==> src/rtl/mem_arbiter.sv <==
// mem_arbiter: two-port arbiter sharing one single-cycle memory between an
// instruction-fetch port and a load/store data port. Data normally wins a
// conflict; a saturating starve counter forces fetch through after
// STARVE_LIMIT consecutive denied fetch cycles.
// Optional feature: define MEM_ARB_ALIGN_CHECK_EN to block misaligned or
// out-of-range (addr > 1020) accesses and raise the sticky align_err flag.
module mem_arbiter #(
    parameter int STARVE_LIMIT = 4
) (
    input  logic        clk,
    input  logic        rst_n,
    input  logic        i_req,
    input  logic [31:0] i_addr,
    output logic        i_ack,
    output logic [31:0] i_rdata,
    input  logic        d_req,
    input  logic        d_we,
    input  logic [31:0] d_addr,
    input  logic [31:0] d_wdata,
    output logic        d_ack,
    output logic [31:0] d_rdata,
    output logic        MemRead,
    output logic        MemWrite,
    output logic [31:0] addr,
    output logic [31:0] wd,
    input  logic [31:0] rd,
    output logic        align_err
);

    typedef enum logic [1:0] {
        IDLE    = 2'd0,
        IFETCH  = 2'd1,
        DACCESS = 2'd2
    } state_t;

    localparam logic [2:0] LIMIT = 3'(STARVE_LIMIT);

    state_t     state;
    state_t     next_state;
    logic [2:0] starve_cnt;
    logic [2:0] next_starve_cnt;
    logic       i_grant;
    logic       d_grant;
    logic [31:0] sel_addr;
    logic       bad_addr;

    // Owner register and starve counter; reset abandons any access at once.
    always_ff @(posedge clk or negedge rst_n) begin
        if (!rst_n) begin
            state      <= IDLE;
            starve_cnt <= 3'd0;
        end else begin
            state      <= next_state;
            starve_cnt <= next_starve_cnt;
        end
    end

    // Pick the next owner from this cycle's requests, data first unless fetch is starved.
    always_comb begin
        next_state = IDLE;
        if (i_req && d_req) begin
            next_state = (starve_cnt == LIMIT) ? IFETCH : DACCESS;
        end else if (i_req) begin
            next_state = IFETCH;
        end else if (d_req) begin
            next_state = DACCESS;
        end
    end

    // Count edges where fetch was waiting but lost, saturating at the limit.
    always_comb begin
        next_starve_cnt = starve_cnt;
        if (!i_req || next_state == IFETCH) begin
            next_starve_cnt = 3'd0;
        end else if (next_state == DACCESS && starve_cnt != LIMIT) begin
            next_starve_cnt = starve_cnt + 3'd1;
        end
    end

    // A grant is live only while the owner still holds its request.
    always_comb begin
        i_grant  = (state == IFETCH) && i_req;
        d_grant  = (state == DACCESS) && d_req;
        sel_addr = 32'd0;
        if (i_grant) begin
            sel_addr = i_addr;
        end else if (d_grant) begin
            sel_addr = d_addr;
        end
    end

`ifdef MEM_ARB_ALIGN_CHECK_EN
    assign bad_addr = (i_grant || d_grant) &&
                      ((sel_addr[1:0] != 2'b00) || (sel_addr > 32'd1020));

    // Sticky error flag, set by any blocked access and cleared only by reset.
    always_ff @(posedge clk or negedge rst_n) begin
        if (!rst_n) begin
            align_err <= 1'b0;
        end else if (bad_addr) begin
            align_err <= 1'b1;
        end
    end
`else
    assign bad_addr  = 1'b0;
    assign align_err = 1'b0;
`endif

    // Steer the memory to the live owner; blocked accesses are acked with no effect.
    always_comb begin
        i_ack    = 1'b0;
        d_ack    = 1'b0;
        i_rdata  = 32'd0;
        d_rdata  = 32'd0;
        MemRead  = 1'b0;
        MemWrite = 1'b0;
        wd       = 32'd0;
        addr     = sel_addr;
        if (i_grant) begin
            i_ack = 1'b1;
            if (!bad_addr) begin
                MemRead = 1'b1;
                i_rdata = rd;
            end
        end
        if (d_grant) begin
            d_ack = 1'b1;
            wd    = d_wdata;
            if (!bad_addr) begin
                MemRead  = ~d_we;
                MemWrite = d_we;
                if (!d_we) begin
                    d_rdata = rd;
                end
            end
        end
    end

endmodule

==> config.mk <==
export PLATFORM = sky130hd
export DESIGN_NAME = mem_arbiter
export DESIGN_NICKNAME = d
export VERILOG_FILES = /design/src/rtl/mem_arbiter.sv
export SDC_FILE = /design/constraint.sdc
export NUM_CORES = 1
export LEC_CHECK = 0
export ABC_AREA = 1
export BUFFER_PORTS_ARGS = -buffer_cell sky130_fd_sc_hd__buf_2
export CORE_AREA = 5 5 99 101
export CTS_CLUSTER_SIZE = 14
export DETAILED_ROUTE_END_ITERATION = 16
export DIE_AREA = 0 0 104 106
export PLACE_DENSITY = 0.66
export SLEW_MARGIN = 15
export SYNTH_ARGS = -nofsm -noshare
export SYNTH_HDL_FRONTEND = slang
export SYNTH_SLANG_ARGS = --single-unit
==> constraint.sdc <==
create_clock -name clk -period 1.35 [get_ports clk]
set_input_delay 0.135 -clock clk [delete_from_list [all_inputs] [get_ports clk]]
set_output_delay 0.135 -clock clk [all_outputs]
set_load 0.01 [all_outputs]
==> flow_summary.html <==
<table>
<tr><th>Metric</th><th>Value</th></tr>
<tr><th colspan="2">Synthesis</th></tr>
<tr><td>Compound-Gate Fraction of Synth Area</td><td>0.00463</td></tr>
<tr><td>Top-area cell type share of the netlist area</td><td>0.260</td></tr>
<tr><td>Count of synthesis-stage warnings from yosys</td><td>0</td></tr>
<tr><td>Synth Area in Adders</td><td>0.0116</td></tr>
<tr><td>Area share of and/or/nand/nor cells after synthesis</td><td>0.675</td></tr>
<tr><td>Total standard cell area after synthesis</td><td>0.00216 mm²</td></tr>
<tr><td>Flop and latch count out of synthesis</td><td>5</td></tr>
<tr><td>Post-synthesis net count</td><td>between 400 and 500</td></tr>
<tr><td>Post-synth cell types</td><td>22</td></tr>
<tr><td>Mux contribution to synthesized area</td><td>0</td></tr>
<tr><td>Portion of the post-synthesis area used by sequential elements</td><td>0.0578</td></tr>
<tr><td>Area share of xor/xnor cells in the synthesized design</td><td>0</td></tr>
<tr><td>Post-synthesis area per instance</td><td>between 6 and 7 µm²</td></tr>
<tr><td>Leading post-synthesis cells by cell area</td><td>sky130_fd_sc_hd__nor2_4, sky130_fd_sc_hd__nand4_1, sky130_fd_sc_hd__inv_1</td></tr>
<tr><td>Syn Inst Count</td><td>360</td></tr>
<tr><td>Leading area contributor after synthesis</td><td>sky130_fd_sc_hd__nor2_4</td></tr>
<tr><td>Dominant combinational cell family by area after synthesis</td><td>simple AND/OR/NAND/NOR gates</td></tr>
<tr><th colspan="2">Setup path</th></tr>
<tr><td>Crit Path Category</td><td>register to output port</td></tr>
<tr><td>Data arrival at the endpoint of the critical path</td><td>1390 ps</td></tr>
<tr><td>Capture point of the worst reg-to-reg path</td><td>starve_cnt[2]$_DFFE_PN0P_</td></tr>
<tr><td>Required time of the critical path</td><td>1220 ps</td></tr>
<tr><td>Reg2Reg Setup Slack</td><td>330 ps</td></tr>
<tr><td>Worst-case reg-to-reg path depth</td><td>5</td></tr>
<tr><td>Critical path fanouts, max</td><td>16</td></tr>
<tr><td>Crit end category</td><td>output port</td></tr>
<tr><td>Kind of start point of the critical path</td><td>register</td></tr>
<tr><td>Critical R2R Launch</td><td>starve_cnt[0]$_DFFE_PN0P_</td></tr>
<tr><th colspan="2">Clock tree</th></tr>
<tr><td>Max Buffers Root-to-Sink</td><td>2</td></tr>
<tr><td>Clock network latency to the later pin of the worst-skew pair</td><td>220 ps</td></tr>
<tr><td>Clk sink count</td><td>5</td></tr>
<tr><td>Max H-tree Level</td><td>1</td></tr>
<tr><td>TritonCTS clock tree</td><td>built</td></tr>
<tr><td>Clock transition time at the flip-flop clock pins of the worst setup and hold paths</td><td>40 ps</td></tr>
<tr><td>Clock buffer count from CTS</td><td>3</td></tr>
<tr><td>CTS root buffer</td><td>sky130_fd_sc_hd__clkbuf_8</td></tr>
<tr><th colspan="2">Power</th></tr>
<tr><td>Gate power share</td><td>0.713</td></tr>
<tr><td>Switching power as a share of total power</td><td>0.420</td></tr>
<tr><td>Worst supply voltage drop on vdd</td><td>0.351 mV</td></tr>
<tr><td>Total power density per cell area</td><td>352 mW/mm²</td></tr>
<tr><td>Switching Power</td><td>0.000647 W</td></tr>
<tr><td>Static Leak</td><td>2.62 nW</td></tr>
<tr><td>Cell internal power dissipation</td><td>0.000892 W</td></tr>
<tr><td>Share of power burned in the clock network</td><td>0.180</td></tr>
<tr><td>Part of the total power dissipated in sequential elements</td><td>0.107</td></tr>
<tr><td>Power consumption</td><td>0.00154 W</td></tr>
<tr><th colspan="2">Global route</th></tr>
<tr><td>Largest net degree at the start of global routing</td><td>36</td></tr>
<tr><td>Via count of the first global-routing pass</td><td>3,386</td></tr>
<tr><td>Wire length of the first global-routing pass</td><td>around 16,000 µm</td></tr>
<tr><td>Grt ovf</td><td>0</td></tr>
<tr><td>Initial antenna violation count</td><td>0</td></tr>
<tr><td>Global Route Usage Sum</td><td>0.175</td></tr>
<tr><th colspan="2">Floorplanning</th></tr>
<tr><td>Die Footprint</td><td>between 0.01 and 0.015 mm²</td></tr>
<tr><td>Vertical die dimension</td><td>between 100 and 150 µm</td></tr>
<tr><td>Initial core utilization</td><td>0.242</td></tr>
<tr><td>Number of placement rows</td><td>35</td></tr>
<tr><td>Die span in x</td><td>104 µm</td></tr>
<tr><td>Core area</td><td>just under 0.009 mm²</td></tr>
<tr><td>Top-level port count</td><td>266</td></tr>
<tr><th colspan="2">Timing</th></tr>
<tr><td>Fin crit share</td><td>1.13</td></tr>
<tr><td>Shortest period the worst path allows</td><td>approximately 1500 ps</td></tr>
<tr><td>Unrepaired setup endpoints after global routing</td><td>yes</td></tr>
<tr><td>Final hold violation count</td><td>0</td></tr>
<tr><td>Final count of negative-setup-slack endpoints</td><td>about 130</td></tr>
<tr><td>Max-slew violation count</td><td>0</td></tr>
<tr><td>Setup Skew</td><td>around 3 ps</td></tr>
<tr><td>Final Worst Setup Slack</td><td>-170 ps</td></tr>
<tr><td>Fin Hold WS</td><td>270 ps</td></tr>
<tr><td>Maximum clock frequency</td><td>658 MHz</td></tr>
<tr><th colspan="2">Route</th></tr>
<tr><td>Post-DR vias/cell</td><td>4.58</td></tr>
<tr><td>DR pass1 iterations</td><td>4</td></tr>
<tr><td>Total number of vias</td><td>3,379</td></tr>
<tr><td>Amount of wire on met3 after detailed routing</td><td>987 µm</td></tr>
<tr><td>Routed met2 length</td><td>5590 µm</td></tr>
<tr><td>Remaining design rule violation count</td><td>0</td></tr>
<tr><td>Post-DR wirelength/cell</td><td>14.6 µm</td></tr>
<tr><td>Sum of routed wire length over all layers</td><td>10,800 µm</td></tr>
<tr><td>Highest Signal Layer</td><td>met4</td></tr>
<tr><td>Drt first-iter violations</td><td>127</td></tr>
<tr><td>Met1 Routed Length</td><td>3800 µm</td></tr>
<tr><td>Number of routed nets with antenna violations</td><td>0</td></tr>
<tr><th colspan="2">Final layout</th></tr>
<tr><td>Area used by sequential logic in the layout</td><td>126 µm²</td></tr>
<tr><td>Most frequent cells in the layout</td><td>sky130_fd_sc_hd__buf_2, sky130_fd_sc_hd__inv_1, sky130_fd_sc_hd__nand2_1</td></tr>
<tr><td>Relative area change from synthesis to final layout</td><td>102%</td></tr>
<tr><td>Multi-input combinational cell area</td><td>0.00155 mm²</td></tr>
<tr><td>Fraction of final layout cells sized beyond drive strength 1</td><td>0.597</td></tr>
<tr><td>Commonest non-fill, non-tap cell in the layout</td><td>sky130_fd_sc_hd__buf_2</td></tr>
<tr><td>Fillcell total</td><td>863</td></tr>
<tr><td>Final-stage net count</td><td>762</td></tr>
<tr><td>Antenna Cells</td><td>0</td></tr>
<tr><th colspan="2">Run status</th></tr>
<tr><td>Status</td><td>finished with violations</td></tr>
<tr><td>Failing checks</td><td>negative setup slack</td></tr>
<tr><th colspan="2">Min path</th></tr>
<tr><td>Kind of path behind the tightest hold check</td><td>primary input to asynchronous set/reset pin</td></tr>
<tr><th colspan="2">Job</th></tr>
<tr><td>Max-cap violations</td><td>0</td></tr>
<tr><th colspan="2">Placement</th></tr>
<tr><td>Final GP Congestion</td><td>0.819</td></tr>
<tr><td>Post-Place Setup Slack</td><td>-1.40 ps</td></tr>
<tr><td>HPWL reported at the end of detailed placement</td><td>7930 µm</td></tr>
<tr><td>IO Port Bufs</td><td>264</td></tr>
</table>
logic make-up after synthesis:
family,count (synthesis)
DFF,5
AOI/OAI and AO/OA,2
other,1
buffers and inverters,112
adders and majority gates,2
and+or+nand+nor,238
synth_stat cells (all sizes together):
library cell	count
a21oi	1
buf	25
clkbuf	11
clkinv	2
conb	1
dfrtp	5
ha	2
inv	74
nand2	71
nand3	2
nand4	64
nor2	101
o21ai	1
state kept, by name (all words and copies together) (netlist names):
register	flops
state	2
starve_cnt	3
layer usage:
layer	up-vias	global-route usage
met1	1509	0.190
met5	-	0
met2	199	0.328
met3	27	0.0364
met4	0	0.0722
li1	1644	-
power by group through the flow:
stage	combinational, W	sequential (W)	clock (W)
after floorplan	0.000498	0.000161	0
after global placement	0.000880	0.000165	0
after detailed placement	0.000896	0.000166	0
after CTS	0.00109	0.000164	0.000283
after global routing	0.00119	0.000165	0.000291
final	0.00110	0.000164	0.000277
critical path, cell delays in order, from the launching register on:
cell	delay (ps)
sky130_fd_sc_hd__dfrtp_2	450
sky130_fd_sc_hd__buf_6	160
sky130_fd_sc_hd__bufbuf_16	280
sky130_fd_sc_hd__nand4_1	80
sky130_fd_sc_hd__nand2_1	50
sky130_fd_sc_hd__buf_2	130
cell type report:
class / instances / share of cell area
Timing Repair Buffer: 298 / 0.506
Multi-Input combinational cell: 243 / 0.355
Inverter: 76 / 0.0682
Tap cell: 111 / 0.0318
Sequential cell: 5 / 0.0289
Clock buffer: 4 / 0.0103
repair_timing:
| action | in CTS | in global routing |
|---|---|---|
| setup buffers | 6 | 1 |
| gates resized for setup | 73 | 13 |
| hold endpoints to repair | 5 | 0 |
| gates cloned | 7 | 1 |
| hold buffers | 1 | 0 |
| setup endpoints to repair | 129 | 132 |
| pin swaps | 3 | 9 |
worst max-delay path by stage:
stage,end,startpoint,slack (ps)
2_1_floorplan,d_rdata[0],state[0]$_DFF_PN0_,140
3_3_place_gp,addr[0],state[0]$_DFF_PN0_,60
3_5_place_dp,addr[27],state[0]$_DFF_PN0_,-1
4_1_cts,addr[10],state[0]$_DFF_PN0_,-170
5_1_grt,addr[21],state[1]$_DFF_PN0_,-260
6_report,addr[21],state[0]$_DFF_PN0_,-170
metrics by stage:
stage,utilization,setup TNS (ps),instances,cell area [µm²]
CTS,0.482,-18110,735,4300
finish,0.489,-17350,737,4370
detailed placement,0.405,-1.40,717,3620
global route,0.489,-26750,737,4370
floorplan,-,0,360,2160
global placement,0.405,0,717,3620
Note: power is estimated with default switching activity, not from simulation.
